File: src/rtl/fetch_unit_if.sv
// Bus bundle between the fetch stage, instruction memory and decode.
// master: fetch_unit view; slave: memory/decode/branch-unit view.
interface fetch_unit_if #(
    parameter int XLEN  = 32,
    parameter int ILEN  = 32,
    parameter int DEPTH = 4
);
    localparam int CW = $clog2(DEPTH + 1);

    logic            imem_req_valid;
    logic [XLEN-1:0] imem_req_addr;
    logic            imem_req_ready;
    logic            imem_rsp_valid;
    logic [ILEN-1:0] imem_rsp_data;
    logic            redirect_valid;
    logic [XLEN-1:0] redirect_pc;
    logic            id_valid;
    logic [XLEN-1:0] id_pc;
    logic [ILEN-1:0] id_instr;
    logic            id_ready;
    logic [CW-1:0]   fifo_count;

    modport master (
        output imem_req_valid, imem_req_addr,
        input  imem_req_ready,
        input  imem_rsp_valid, imem_rsp_data,
        input  redirect_valid, redirect_pc,
        output id_valid, id_pc, id_instr,
        input  id_ready,
        output fifo_count
    );

    modport slave (
        input  imem_req_valid, imem_req_addr,
        output imem_req_ready,
        output imem_rsp_valid, imem_rsp_data,
        output redirect_valid, redirect_pc,
        input  id_valid, id_pc, id_instr,
        output id_ready,
        input  fifo_count
    );
endinterface

File: src/rtl/fetch_unit.sv
// Credit-limited instruction fetch stage with PC-tagged prefetch FIFO.
// Ports: clk, reset (sync, active-high), bus (fetch_unit_if.master).
module fetch_unit #(
    parameter int              XLEN     = 32,
    parameter int              ILEN     = 32,
    parameter logic [XLEN-1:0] RESET_PC = '0,
    parameter int              DEPTH    = 4,
    parameter int              PC_STEP  = 4
) (
    input logic          clk,
    input logic          reset,
    fetch_unit_if.master bus
);
    localparam int AW = $clog2(DEPTH);
    localparam int CW = $clog2(DEPTH + 1);
    localparam logic [CW:0] CREDITS = (CW + 1)'(DEPTH);

    typedef enum logic {FETCH, DRAIN} state_t;

    state_t state, state_nx;

    logic [XLEN-1:0] fetch_pc;
    logic [CW-1:0]   outstanding;
    logic [CW-1:0]   drop_cnt;
    logic [CW-1:0]   drop_next;
    logic [CW-1:0]   count;

    logic [XLEN-1:0] tag_q [DEPTH];
    logic [AW-1:0]   tag_wr, tag_rd;

    logic [XLEN-1:0] pc_q    [DEPTH];
    logic [ILEN-1:0] instr_q [DEPTH];
    logic [AW-1:0]   wr_ptr, rd_ptr;

    logic          redir;
    logic          req_valid;
    logic          fire;
    logic          rsp_ok;
    logic          push;
    logic          pop;
    logic          credit_ok;
    logic [CW:0]   inflight;

    assign redir = bus.redirect_valid;

    // A response with nothing outstanding is a protocol error; drop it.
    assign rsp_ok    = bus.imem_rsp_valid && (outstanding != '0);
    assign fire      = req_valid && bus.imem_req_ready;
    assign push      = !reset && !redir && rsp_ok && (state == FETCH);
    assign pop       = bus.id_valid && bus.id_ready;
    assign drop_next = outstanding - CW'(rsp_ok);

    // Every slot is reserved at request time, so a response always fits.
    assign inflight  = {1'b0, outstanding} + {1'b0, count};
    assign credit_ok = inflight < CREDITS;

    always_ff @(posedge clk) begin
        if (reset)
            state <= FETCH;
        else
            state <= state_nx;
    end

    always_comb begin
        state_nx = state;
        if (redir)
            state_nx = (drop_next != '0) ? DRAIN : FETCH;
        else if (state == DRAIN && rsp_ok && drop_cnt == CW'(1))
            state_nx = FETCH;
    end

    always_comb begin
        req_valid = 1'b0;
        if (!reset && !redir && state == FETCH && credit_ok)
            req_valid = 1'b1;
    end

    always_ff @(posedge clk) begin
        if (reset) begin
            fetch_pc    <= RESET_PC;
            outstanding <= '0;
            drop_cnt    <= '0;
            count       <= '0;
            tag_wr      <= '0;
            tag_rd      <= '0;
            wr_ptr      <= '0;
            rd_ptr      <= '0;
        end else if (redir) begin
            // Responses still in flight belong to the old path.
            fetch_pc    <= bus.redirect_pc;
            outstanding <= drop_next;
            drop_cnt    <= drop_next;
            count       <= '0;
            tag_wr      <= '0;
            tag_rd      <= '0;
            wr_ptr      <= '0;
            rd_ptr      <= '0;
        end else begin
            if (fire) begin
                fetch_pc <= fetch_pc + XLEN'(PC_STEP);
                tag_wr   <= tag_wr + AW'(1);
            end
            outstanding <= outstanding + CW'(fire) - CW'(rsp_ok);
            if (state == DRAIN && rsp_ok)
                drop_cnt <= drop_cnt - CW'(1);
            if (push) begin
                tag_rd <= tag_rd + AW'(1);
                wr_ptr <= wr_ptr + AW'(1);
            end
            if (pop)
                rd_ptr <= rd_ptr + AW'(1);
            count <= count + CW'(push) - CW'(pop);
        end
    end

    always_ff @(posedge clk) begin
        if (fire)
            tag_q[tag_wr] <= fetch_pc;
        if (push) begin
            pc_q[wr_ptr]    <= tag_q[tag_rd];
            instr_q[wr_ptr] <= bus.imem_rsp_data;
        end
    end

    assign bus.imem_req_valid = req_valid;
    assign bus.imem_req_addr  = fetch_pc;
    assign bus.id_valid       = !reset && !redir && (count != '0);
    assign bus.id_pc          = pc_q[rd_ptr];
    assign bus.id_instr       = instr_q[rd_ptr];
    assign bus.fifo_count     = reset ? '0 : count;
endmodule

File: src/flat_wrapper.sv
// flat-port wrapper written by rule: the top's interface ports become plain ports
module fetch_unit_flat 
#(
    parameter int              XLEN     = 32,
    parameter int              ILEN     = 32,
    parameter logic [XLEN-1:0] RESET_PC = '0,
    parameter int              DEPTH    = 4,
    parameter int              PC_STEP  = 4
)
  (clk, reset, bus_imem_req_valid, bus_imem_req_addr, bus_imem_req_ready, bus_imem_rsp_valid, bus_imem_rsp_data, bus_redirect_valid, bus_redirect_pc, bus_id_valid, bus_id_pc, bus_id_instr, bus_id_ready, bus_fifo_count);
  fetch_unit_if #(.XLEN(XLEN), .ILEN(ILEN), .DEPTH(DEPTH)) bus_i ();
  input logic clk;
  input logic reset;
  output wire logic [$bits(bus_i.imem_req_valid)-1:0] bus_imem_req_valid;
  output wire logic [$bits(bus_i.imem_req_addr)-1:0] bus_imem_req_addr;
  input wire logic [$bits(bus_i.imem_req_ready)-1:0] bus_imem_req_ready;
  input wire logic [$bits(bus_i.imem_rsp_valid)-1:0] bus_imem_rsp_valid;
  input wire logic [$bits(bus_i.imem_rsp_data)-1:0] bus_imem_rsp_data;
  input wire logic [$bits(bus_i.redirect_valid)-1:0] bus_redirect_valid;
  input wire logic [$bits(bus_i.redirect_pc)-1:0] bus_redirect_pc;
  output wire logic [$bits(bus_i.id_valid)-1:0] bus_id_valid;
  output wire logic [$bits(bus_i.id_pc)-1:0] bus_id_pc;
  output wire logic [$bits(bus_i.id_instr)-1:0] bus_id_instr;
  input wire logic [$bits(bus_i.id_ready)-1:0] bus_id_ready;
  output wire logic [$bits(bus_i.fifo_count)-1:0] bus_fifo_count;
  assign bus_imem_req_valid = bus_i.imem_req_valid;
  assign bus_imem_req_addr = bus_i.imem_req_addr;
  assign bus_i.imem_req_ready = bus_imem_req_ready;
  assign bus_i.imem_rsp_valid = bus_imem_rsp_valid;
  assign bus_i.imem_rsp_data = bus_imem_rsp_data;
  assign bus_i.redirect_valid = bus_redirect_valid;
  assign bus_i.redirect_pc = bus_redirect_pc;
  assign bus_id_valid = bus_i.id_valid;
  assign bus_id_pc = bus_i.id_pc;
  assign bus_id_instr = bus_i.id_instr;
  assign bus_i.id_ready = bus_id_ready;
  assign bus_fifo_count = bus_i.fifo_count;
  fetch_unit #(.XLEN(XLEN), .ILEN(ILEN), .RESET_PC(RESET_PC), .DEPTH(DEPTH), .PC_STEP(PC_STEP)) u_core (.clk(clk), .reset(reset), .bus(bus_i));
endmodule
File: config.mk
export PLATFORM = sky130hd
export DESIGN_NAME = fetch_unit_flat
export DESIGN_NICKNAME = d
export VERILOG_FILES = /design/src/rtl/fetch_unit_if.sv /design/src/rtl/fetch_unit.sv /design/src/flat_wrapper.sv
export SDC_FILE = /design/constraint.sdc
export NUM_CORES = 1
export LEC_CHECK = 0
export ABC_AREA = 1
export CORE_MARGIN = 10
export CORE_UTILIZATION = 57
export DETAILED_ROUTE_END_ITERATION = 10
export PLACE_DENSITY_LB_ADDON = 0.25
export SKIP_CTS_REPAIR_TIMING = 1
export SYNTH_ARGS = -nofsm -noshare
export SYNTH_HDL_FRONTEND = slang
export SYNTH_SLANG_ARGS = --single-unit
File: constraint.sdc
create_clock -name clk -period 6.5 [get_ports clk]
set_input_delay 1.3 -clock clk [delete_from_list [all_inputs] [get_ports clk]]
set_output_delay 1.3 -clock clk [all_outputs]
set_load 0.02 [all_outputs]
After elaboration in Yosys (flattened, before gate mapping)
Memory sizes are Yosys's and may differ from the RTL's. A register that Yosys moved wholly into a read port is not among the register bits.
Index checks and enable logic that the tools add are counted.
W data, S select, Z words.
{"block": "classes", "n_addsub": 12, "n_lt_le_gt_ge": 1, "eq_ne": 1, "mux": 20, "bitwise": 1, "reduce_logical": 20}
{"cell": "$mux W32", "count": 2}
{"cell": "$add A32 B3 Y32 const B", "count": 1}
{"cell": "$mux W2", "count": 6}
{"cell": "$mux W3", "count": 4}
{"cell": "$logic_and A1 B1 Y1", "count": 11}
{"cell": "$reduce_bool A3 Y1", "count": 3}
{"cell": "$sub A3 B1 Y3", "count": 3}
{"cell": "$add A2 B1 Y2 const B", "count": 4}
{"cell": "$mux W1", "count": 8}
{"cell": "$add A3 B1 Y3", "count": 2}
{"cell": "$reduce_bool A2 Y1", "count": 3}
{"cell": "$add A3 B3 Y4", "count": 1}
{"cell": "$lt A4 B3 Y1 const B", "count": 1}
{"cell": "$eq A3 B1 Y1 const B", "count": 1}
{"cell": "$sub A3 B1 Y3 const B", "count": 1}
{"cell": "$logic_not A1 Y1", "count": 2}
{"cell": "$reduce_or A2 Y1", "count": 1}
{"cell": "$not A1 Y1", "count": 1}
{"block": "totals", "ff_bits": 50, "mem_bits_rw": 384, "output_inout_bits": 101, "word_cells": 67, "memories": 3}
{"name": "u_core.instr_q", "words": 4, "width": 32, "rd": 1, "rd_clocked_by_memory_dff": 1, "wr": 1, "line": "fetch_unit.sv:32", "text": "logic [ILEN-1:0] instr_q [DEPTH];"}
{"name": "u_core.pc_q", "words": 4, "width": 32, "rd": 1, "rd_clocked_by_memory_dff": 1, "wr": 1, "line": "fetch_unit.sv:31", "text": "logic [XLEN-1:0] pc_q [DEPTH];"}
{"name": "u_core.tag_q", "words": 4, "width": 32, "rd": 1, "rd_clocked_by_memory_dff": 1, "wr": 1, "line": "fetch_unit.sv:28", "text": "logic [XLEN-1:0] tag_q [DEPTH];"}

Logic depth before layout (Yosys ltp)
{"block": "depth", "ltp_word": 9, "depth_mapped": 13, "depth_no_buf": 12}

Worst setup path before layout
No wires, ideal clock.
{"block": "synth_timing", "path_kind": "input to register", "startpoint": "input port bus_redirect_valid", "endpoint": "memory u_core.instr_q[0][0], enable pin", "t_arrival_ns": 4.643, "required_time_ns": 6.014, "setup_slack_ns": 1.371, "path_stages": 6, "path_buffers": 1, "path_cell_list": "buf_4 > nor2_8 > nand2_2 > nor2_2 > inv_1 > nor2_1"}
{"block": "synth_between", "elab_chain_len": 6}
{"item": "start, declared", "line": "flat_wrapper.sv:19", "text": "input wire logic [$bits(bus_i.redirect_valid)-1:0] bus_redirect_valid;"}
{"item": "$logic_not A1 Y1", "line": "fetch_unit.sv:49", "text": "assign push = !reset && !redir && rsp_ok && (state == FETCH);"}
{"item": "$logic_and A1 B1 Y1 (3 in a row)", "line": "fetch_unit.sv:49"}
{"item": "net u_core.push", "line": "fetch_unit.sv:39", "text": "logic push;"}
{"item": "$mux W1", "line": "fetch_unit.sv:119", "text": "if (push) begin"}
{"item": "$mux W1 (not written as such)", "line": "fetch_unit.sv:121", "text": "instr_q[wr_ptr] <= bus.imem_rsp_data;"}
{"item": "end, declared", "line": "fetch_unit.sv:32"}
The timed path passes the listed nets, and every way through them passes these cells.

==> flow_summary.yaml <==
clock_tree:
  path_clk_slew_ns: 0.05
  cts_tree: "yes"
  numCtsBuffers: 44
  cts_sinks: 438
  htreeDepth: 2
  clock_latency_ns: 0.54
  clockBufferDepth: 3
  cts_root_buf: "clkbuf_16"
grt:
  overflow: 0
  grt_pass1_vias: 11182
  grt_pass1_wl_mm: 60.53
  track_usage_pct: 19.56
  antenna_found_initial: 0
  grt_max_degree: 71
power_and_ir_drop:
  power.density_mw_per_mm2: 294.4
  p_sw_uw: 1370
  power_frac_clock_pct: 39.4
  internal-power_uw: 4793
  vdd_drop_max_uv: 214.3
  p_seq_share_pct: 52.4
  swShare_pct: 22.23
  combPwrFrac_pct: 8.2
  power_leakage_uw: 0.007117
die:
  start_util_pct: 57.46
  die_height_um: 195.1
  die_w_um: 195.1
  rows: 64
  core_area_mm2: 0.03043
  die_area_mm2: 0.03808
  io-pin-count: 171
routing:
  vias: 11447
  top_layer_used: "met4"
  m1WireLength_mm: 16.67
  via_per_inst: 5.622
  drcViolationCount: 0
  avgRoutedWirePerCell_um: 18.85
  dr.pass1.iters: 5
  initialDrtViolationCount: 987
  wl_met3_mm: 2.889
  antenna_left: 0
  dr_wl_met2_mm: 18.31
  routed_wl_mm: 38.38
setup_path:
  worstPathArrival_ns: 3.67
  path_delay_family: "buffers and inverters"
  start_kind: "register"
  crit_slowest_cell: "clkinv_2"
  path_buf_inv: 3
  rr_startpoint: "u_core.outstanding[2]"
  max_stage_delay_ns: 0.86
  reg2reg_to: "u_core.outstanding[1]"
  crit_path_end_kind: "primary output"
  required_ns: 5.20
  worst-path-stages: 5
  worstPathCellList: "clkinv_2, buf_4, o21ai_0, o22ai_1, clkdlybuf4s50_1"
  r2r_setup_slack_ns: 3.31
  endpoint: "bus_id_pc[12]"
  timing.setup.critical_path_class: "reg2out"
  path_max_fanout: 66
  ff2ff_path_depth: 10
place:
  dpl_cell_area_mm2: 0.01954
  place.gp.congestion: 0.8477
  placed_cells: 1955
  port_buffers: 170
  post-dp-hpwl_mm: 22.92
  place_ws_ns: 1.514
final_layout:
  finish.cell_count_without_fillers: 2036
  diodes: 0
  fin_nets: 1696
  drive_gt1_share_pct: 6.524
  area_delta_synth_final_pct: 19.72
  multiInputGateArea_mm2: 0.004279
  seq_area_mm2: 0.01262
  n_fill_cell: 2127
  stdcell_area_mm2: 0.02093
synth:
  synth_seq_cells: 438
  async_flop_share_pct: 0
  synth_ff_type: "edfxtp_1"
  syn_area_per_cell_um2: 12.08
  synth.distinct_cells: 40
  syn_inst: 1447
  ys.warnings.count: 0
  synth_nets: 1538
  ys_seq_area_share_pct: 72.13
  syn-cell-area_mm2: 0.01748
  synth_edf_count: 384
run:
  max_cap_viol_count: 0
timing:
  setup_slack_ns: 1.532
  finalMaxSlewViolations: 0
  setup-violations-final: 0
  final_hold_viol_count: 0
  holdWs_ns: 0.4786
  worst_pin_slew_ns: 0.9767
  min_period_ns: 4.968
  fmax_ghz: 0.2013
  finalCritPeriodShare_pct: 76.44
  max-slew-margin-rel_pct: 34.89
  rsz0062_at_grt: "no"
  fin_tns_setup_ns: 0
  clock_skew_ns: 0.009252
status:
  outcome: "complete, no violations"
min_path:
  hold_path_class: "reg2reg"
==> worst reg2reg max path, delay by kind of cell (launching register included) <==
family,cells,cell delay [ns]
buffers and inverters,1,0.76
AND/OR/NAND/NOR,5,0.85
AO/OA/AOI/OAI,1,0.07
flip-flops,1,0.42
adder cells (fa/ha/maj),3,0.96
==> placed cells by master, fill, tap and decap left out, types with 2 or more instances in the layout <==
cell type and n:
ha_1 19, nand3b_1 2, o21bai_1 2, clkinv_2 4
dfxtp_2 2, fa_1 2, o21a_1 2, inv_6 2
clkbuf_1 11, clkdlybuf4s50_1 170, a21oi_1 27, nand2_1 126
clkinv_1 14, bufinv_16 4, buf_4 18, nand2_2 2
inv_1 77, xor2_1 7, clkinvlp_4 3, a31oi_1 6
clkbuf_16 45, o22ai_1 98, nand3_1 34, nand3_2 3
nor2_2 12, nor2_4 5, dfxtp_1 51, o21ai_0 225
edfxtp_1 384, nor2_1 258, nand4_1 3, xnor2_1 8
==> cell usage after synthesis, types with 3 or more instances <==
cell type  count  area, um2
a21oi_1       27      135.1
a31oi_1        6      37.54
buf_2          8      40.04
buf_4          3      22.52
buf_6          3      33.78
clkbuf_1      60      225.2
dfxtp_1       54       1081
edfxtp_1     384      11530
ha_1          19      237.7
inv_1         78      292.8
nand2_1      126      473.0
nand3_1       34      170.2
nand3_2        3      30.03
nand4_1        3      18.77
nor2_1       266      998.5
nor2_2         8      50.05
o21ai_0      225       1126
o22ai_1       98      613.1
xnor2_1        8      70.07
xor2_1         7      61.31
==> through the flow <==
step                util [%]  total power [uW]
floorplan                  -              3563
global placement       64.20              3780
detailed placement     64.20              3793
CTS                    68.79              6204
global route           68.79              6384
finish                 68.79              6163
==> flip-flops by register name, indices dropped and copies added (netlist names), named ones only <==
signal                    flops
u_core.pc_q                 128
u_core.tag_wr                 2
u_core.wr_ptr                 2
u_core.instr_q              128
u_core.tag_q                128
u_core.outstanding            3
u_core.bus.imem_req_addr     32
u_core.rd_ptr                 2
u_core.count                  3
u_core.drop_cnt               3
u_core.state                  1
u_core.tag_rd                 2
==> power by group through the flow <==
stage / clock, uW / combinational [uW] / sequential (uW)
finish: 2430 / 506 / 3230
global route: 2580 / 563 / 3240
CTS: 2470 / 510 / 3230
detailed placement: 0 / 507 / 3290
global placement: 0 / 498 / 3280
floorplan: 0 / 280 / 3280
==> area by class of cell <==
class	count	share of cell area, %
clock buffer	56	5.577
clock inverter	25	1.094
multi-input combinational	852	20.44
timing repair buffer	188	8.775
sequential	438	60.28
inverter	81	1.459
tap	396	2.367
==> kinds of logic (layout without fill, tap and decap cells) <==
family	count (synthesis)	count (layout)	synth area share, %
buf+inv	157	350	3.621
simple gates	449	449	10.42
compound gates	367	367	11.49
xor+xnor	15	15	0.7514
fa+ha+maj	21	21	1.589
flops	438	438	72.13
==> worst min-delay path by stage <==
| stage | from | endpoint | slack [ns] | cells past startpoint |
|---|---|---|---|---|
| after CTS | u_core.tag_rd[1] | u_core.tag_rd[1] | 0.47 | 2 |
| after global placement | u_core.tag_rd[0] | register | 0.45 | 1 |
| final | u_core.tag_rd[1] | u_core.tag_rd[1] | 0.48 | 2 |
| after floorplan | u_core.tag_rd[1] | register | 0.44 | 2 |
| after detailed placement | u_core.tag_rd[1] | register | 0.46 | 2 |
| after global routing | u_core.tag_rd[1] | u_core.tag_rd[1] | 0.51 | 2 |
==> routing by layer <==
layer | GRT usage, % | vias to the layer above
met1 | 26.61 | 5465
met2 | 31.39 | 429
met4 | 5.147 | 0
met5 | 0 | -
met3 | 4.248 | 51
li1 | - | 5502
(Power assumes the default switching activity.)
